$ cat config.mk
export PLATFORM = sky130hd
export DESIGN_NAME = simple_sched
export DESIGN_NICKNAME = d
export VERILOG_FILES = /design/src/rtl/simple_sched_pkg.sv /design/src/rtl/rr_arbiter.sv /design/src/rtl/simple_sched.sv
export SDC_FILE = /design/constraint.sdc
export NUM_CORES = 1
export LEC_CHECK = 0
export ABC_CLOCK_PERIOD_IN_PS = 1200
export BUFFER_PORTS_ARGS = -buffer_cell sky130_fd_sc_hd__clkbuf_2
export CORE_MARGIN = 8
export CORE_UTILIZATION = 40
export DETAILED_ROUTE_END_ITERATION = 8
export GPL_TIMING_DRIVEN = 0
export PLACE_DENSITY = 0.74
export SYNTH_ARGS = -nofsm -noshare
export SYNTH_HDL_FRONTEND = slang
export SYNTH_HIERARCHICAL = 1
export SYNTH_SLANG_ARGS = --single-unit
$ cat constraint.sdc
create_clock -name tau2015_clk -period 1.2 [get_ports tau2015_clk]
set_input_delay 0.12 -clock tau2015_clk [delete_from_list [all_inputs] [get_ports tau2015_clk]]
set_output_delay 0.12 -clock tau2015_clk [all_outputs]
set_load 0.02 [all_outputs]
$ cat src/rtl/simple_sched_pkg.sv
// Shared types and the round-robin pick helper for the simple_sched datapath scheduler.
package simple_sched_pkg;

  typedef enum logic [1:0] {StIdle, StFlush, StIssue} state_t;

  localparam int unsigned MAX_N_REQ = 8;
  localparam int unsigned IDX_W     = $clog2(MAX_N_REQ);

  // First set bit of valid strictly after last, wrapping. Unused high requesters must be zero,
  // which makes the mod-8 walk equivalent to a mod-N_REQ walk.
  function automatic logic [IDX_W-1:0] next_rr(input logic [MAX_N_REQ-1:0] valid,
                                               input logic [IDX_W-1:0]     last);
    logic [IDX_W-1:0] pick;
    logic [IDX_W-1:0] idx;
    logic             found;
    pick  = last;
    found = 1'b0;
    for (int unsigned i = 1; i <= MAX_N_REQ; i++) begin
      idx = last + IDX_W'(i);
      if (!found && valid[idx]) begin
        pick  = idx;
        found = 1'b1;
      end
    end
    return pick;
  endfunction

endpackage

$ cat src/rtl/rr_arbiter.sv
// Combinational round-robin pick: first valid requester after the last grant.
module rr_arbiter
  import simple_sched_pkg::*;
#(
  parameter int unsigned N_REQ = 2,
  parameter int unsigned ID_W  = $clog2(N_REQ)
) (
  input  logic [N_REQ-1:0] req_valid,
  input  logic [ID_W-1:0]  last,
  output logic             any,
  output logic [ID_W-1:0]  grant_idx
);

  logic [MAX_N_REQ-1:0] valid_pad;
  logic [IDX_W-1:0]     pick;

  always_comb begin
    valid_pad              = '0;
    valid_pad[N_REQ-1:0]   = req_valid;
    pick                   = next_rr(valid_pad, IDX_W'(last));
  end

  assign any       = |req_valid;
  assign grant_idx = ID_W'(pick);

endmodule

$ cat src/rtl/simple_sched.sv
// Round-robin burst scheduler in front of the single-bit NAND/NOR/negedge-flop datapath.
// Each grant starts with a flush cycle so the datapath flop begins every burst at zero.
module simple_sched
  import simple_sched_pkg::*;
#(
  parameter int unsigned N_REQ     = 2,
  parameter int unsigned MAX_BURST = 4,
  parameter int unsigned ID_W      = $clog2(N_REQ)
) (
  input  logic             tau2015_clk,
  input  logic             tau2015_rst,
  input  logic [N_REQ-1:0] req_valid,
  input  logic [N_REQ-1:0] req_a,
  input  logic [N_REQ-1:0] req_b,
  output logic [N_REQ-1:0] req_ready,
  output logic             resp_valid,
  output logic [ID_W-1:0]  resp_id,
  output logic             resp_data,
  output logic             dp_inp1,
  output logic             dp_inp2,
  input  logic             dp_out,
  output logic             busy
);

  localparam int unsigned         BEATS_W    = $clog2(MAX_BURST + 1);
  localparam logic [BEATS_W-1:0]  LAST_BEAT  = BEATS_W'(MAX_BURST - 1);
  localparam logic [ID_W-1:0]     LAST_RESET = ID_W'(N_REQ - 1);

  state_t             state_q, state_d;
  logic [ID_W-1:0]    last_q, last_d;
  logic [BEATS_W-1:0] beats_q, beats_d;
  logic               dp_inp1_q, dp_inp1_d;
  logic               dp_inp2_q, dp_inp2_d;
  logic               launch_valid_q;
  logic [ID_W-1:0]    launch_id_q;
  logic               resp_valid_q;
  logic [ID_W-1:0]    resp_id_q;
  logic               resp_data_q;
  logic               accept;
  logic               arb_any;
  logic [ID_W-1:0]    arb_idx;

  rr_arbiter #(
    .N_REQ (N_REQ),
    .ID_W  (ID_W)
  ) u_arb (
    .req_valid (req_valid),
    .last      (last_q),
    .any       (arb_any),
    .grant_idx (arb_idx)
  );

  // last_q doubles as the current grant once we leave IDLE.
  always_comb begin
    state_d   = state_q;
    last_d    = last_q;
    beats_d   = beats_q;
    req_ready = '0;
    accept    = 1'b0;
    dp_inp1_d = 1'b0;
    dp_inp2_d = 1'b0;
    case (state_q)
      StIdle: begin
        if (arb_any) begin
          last_d  = arb_idx;
          beats_d = '0;
          state_d = StFlush;
        end
      end
      StFlush: state_d = StIssue;
      StIssue: begin
        req_ready[last_q] = 1'b1;
        accept            = req_valid[last_q];
        if (accept) begin
          dp_inp1_d = req_a[last_q];
          dp_inp2_d = req_b[last_q];
          beats_d   = beats_q + 1'b1;
          if (beats_q == LAST_BEAT) state_d = StIdle;
        end else begin
          state_d = StIdle;
        end
      end
      default: state_d = StIdle;
    endcase
  end

  always_ff @(posedge tau2015_clk or posedge tau2015_rst) begin
    if (tau2015_rst) begin
      state_q        <= StIdle;
      last_q         <= LAST_RESET;
      beats_q        <= '0;
      dp_inp1_q      <= 1'b0;
      dp_inp2_q      <= 1'b0;
      launch_valid_q <= 1'b0;
      launch_id_q    <= '0;
      resp_valid_q   <= 1'b0;
      resp_id_q      <= '0;
      resp_data_q    <= 1'b0;
    end else begin
      state_q        <= state_d;
      last_q         <= last_d;
      beats_q        <= beats_d;
      dp_inp1_q      <= dp_inp1_d;
      dp_inp2_q      <= dp_inp2_d;
      launch_valid_q <= accept;
      launch_id_q    <= last_q;
      // dp_out already reflects the falling-edge capture of the launched beat here.
      resp_valid_q   <= launch_valid_q;
      if (launch_valid_q) begin
        resp_id_q   <= launch_id_q;
        resp_data_q <= dp_out;
      end
    end
  end

  assign dp_inp1    = dp_inp1_q;
  assign dp_inp2    = dp_inp2_q;
  assign resp_valid = resp_valid_q;
  assign resp_id    = resp_id_q;
  assign resp_data  = resp_data_q;
  assign busy       = (state_q != StIdle);

endmodule

==> impl_metrics.json <==
{
  "cts_tree": "yes",
  "critPathKind": "flip-flop to flip-flop",
  "finalCritPeriodShare": 1.13,
  "cpMaxStageDelayCell": "dfstp_2",
  "nets": 90,
  "die_area_sq_um": 3010,
  "hold_violations": 0,
  "netlist_instances": 51,
  "p_clk_frac": 0.119,
  "detail-route-antenna-nets": 0,
  "synth_area_per_cell_sq_um": 11.8,
  "grt_pass1_wl_mm": 2.26,
  "final.setup_skew_ps": 7.54,
  "cts_max_path_buffers": 2,
  "hold_class": "input port to flip-flop",
  "p_sw_uw": 841,
  "antenna-diode-count": 0,
  "seqPwrFrac": 0.325,
  "max_clock_freq_ghz": 0.740,
  "outcome": "finished with violations",
  "synth_fp_nets": 62,
  "cts.clk_slew.worst_paths_ps": 80,
  "cellPowerDensity_nw_per_um2": 2540,
  "num-fill-cells": 127,
  "netlist_area_sq_um": 604,
  "ir_drop_v": 0.00162,
  "grt-ovfl-total": 0,
  "die_h_um": 54.9,
  "insertion_delay_ps": 280,
  "synth_largest_area_cell": "dfrtp_1",
  "crit_path_end_kind": "flip-flop",
  "io_pins": 17,
  "grt_max_degree": 14,
  "cts.sinks": 13,
  "grt_pass1_vias": 502,
  "finalCriticalPeriod_ps": 1350,
  "drive_gt1_frac": 0.615,
  "worst_ep_required_time_ps": 1360,
  "hold_start": "dp_out",
  "synth-seq-area-share": 0.540,
  "start_kind": "flip-flop",
  "power_leakage_uw": 0.000446,
  "timing.hold.ws_ps": 75.7,
  "violations": "negative setup slack",
  "yosysUniqueCellTypes": 23,
  "hpwl_um": 815,
  "via_count": 466,
  "p_int_uw": 1410,
  "first_pass_iters": 4,
  "cts_max_level": 1,
  "cts_buffers": 3,
  "setup_ws_ps": -152,
  "cp-startpoint": "last_q$_DFFE_PP1P_",
  "synth_area_leaders": "dfrtp_1 50%, mux2i_1 6.6%, mux2_4 5.0%, dfstp_2 4.3%, inv_1 4.3%",
  "slowest_delay_ps": 560,
  "wl_per_cell_um": 14.3,
  "grt_antenna_before_repair": 0,
  "root_buffer": "clkbuf_4",
  "pre_cts_ws_ps": -132,
  "comb_power_share": 0.556,
  "grt_use_total": 0.108,
  "crit_fanout": 6,
  "portBuffers": 16,
  "slew_headroom": 0.674,
  "initial_core_util": 0.416,
  "syn2layout_area_growth_pct": 46.8,
  "rsz0062_at_grt": "true",
  "ys_ff_latch": 13,
  "worstPathArrival_ps": 1510,
  "drv_cap": 0,
  "drcViolationCount": 0,
  "setup_viol": 11,
  "crit-reg2reg-launch": "last_q$_DFFE_PP1P_",
  "gp_congestion": 0.723,
  "switching_share": 0.374,
  "tightest_slew_ps": 488,
  "yosysTopAreaCellShare": 0.497,
  "initialDrtViolationCount": 2,
  "drv_slew": 0,
  "synth_warnings": 6,
  "tns_ps": -1170,
  "finalWirelength_mm": 1.34,
  "fp.dieW_um": 54.9,
  "avgViaCountPerCell": 4.96,
  "path_cells": "buf_6, mux2_4, nand2_8, o211ai_1",
  "core_sq_um": 1450,
  "core.rowCount": 14
}
[cells in the final DEF, fill, tap and decap left out, drive strengths merged]
cell type,n
nand3,4
and2,1
or2,2
dfrtp,12
o22ai,1
dfstp,1
mux2,4
buf,10
mux2i,4
nor2b,1
o211ai,1
nand2,3
clkbuf,17
dlygate4sd3,1
inv,7
o21bai,1
and2b,1
nor2,3
a211oi,1
a21oi,1
ha,2
[timing repair]
action	4_1_cts	5_1_grt
endpoints found under the setup margin	11	11
hold buffers	1	0
hold endpoints to repair	12	0
setup buffers	4	2
pin swaps	5	3
gates resized for setup	10	17
[power groups by stage]
stage / logic (uW) / registers (uW) / clock network (uW)
2_1_floorplan: 546 / 792 / 0
3_3_place_gp: 774 / 747 / 0
3_5_place_dp: 788 / 752 / 0
4_1_cts: 1010 / 727 / 281
5_1_grt: 1350 / 755 / 316
6_report: 1250 / 731 / 268
[stage by stage]
step / total power (uW) / instances / cell area, sq um / utilization
after floorplan: 1340 / 51 / 609 / -
after global routing: 2420 / 94 / 887 / 0.610
after global placement: 1520 / 83 / 709 / 0.488
after detailed placement: 1540 / 83 / 709 / 0.488
after CTS: 2020 / 92 / 807 / 0.555
final: 2250 / 94 / 887 / 0.610
[worst paths after layout]
check	end	depth (start not counted)	slack, ps
hold / removal	resp_data$_DFFE_PP0P_	2	80
max in group asynchronous	state_q[1]$_DFFE_PP0P_	3	460
setup reg to reg	beats_q[2]$_DFFE_PP0P_	4	-150
setup / recovery	beats_q[2]$_DFFE_PP0P_	4	-150
hold reg to reg	resp_valid$_DFF_PP0_	0	430
min in group asynchronous	resp_id$_DFFE_PP0P_	3	380
[kinds of logic (layout without fill, tap and decap cells)]
family	count (synthesis)	after routing	synth area share
AO/OA/AOI/OAI	5	5	0.0559
adder cells (fa/ha/maj)	2	2	0.0414
buffers and inverters	8	35	0.0621
flip-flops	13	13	0.540
multiplexers	8	8	0.153
AND/OR/NAND/NOR	15	15	0.147
[worst max-delay path: cells and delay by family, from the launching register on]
kind	cells	cell delay (ps)
DFF	1	560
and+or+nand+nor	1	100
muxes	1	340
buffers and inverters	1	140
AOI/OAI and AO/OA	1	90
[per-layer routing]
layer / vias up / global-route usage / share of wire
met1: 218 / 0.117 / 0.38
met3: 5 / 0.0217 / 0.069
li1: 223 / - / -
met4: 0 / 0.0984 / 0.039
met5: - / 0 / 0
met2: 20 / 0.174 / 0.51
[synth_stat cells (all sizes together)]
cell type	number
nand3	4
a211oi	1
mux2i	4
a21oi	1
mux2	4
o22ai	1
ha	2
nand2	3
o21bai	1
nor2b	1
o211ai	1
inv	7
dfrtp	12
dfstp	1
and2b	1
or2	2
nor2	3
and2	1
buf	1
[state kept, by name, indices dropped and copies added, names as in the netlist]
signal,cells
state_q,2
resp_valid,1
dp_inp2,1
beats_q,3
launch_id_q,1
dp_inp1,1
resp_data,1
launch_valid_q,1
last_q,1
resp_id,1
[final cells by class]
class	count	area [sq um]	share of cell area
inverter	7	26.3	0.0296
timing repair buffer	23	165	0.186
buffer	1	11.3	0.0127
sequential	13	328	0.370
multi-input combinational	30	310	0.350
tap	16	20.0	0.0226
clock buffer	4	26.3	0.0296
Note: power is estimated with default switching activity, not from simulation.
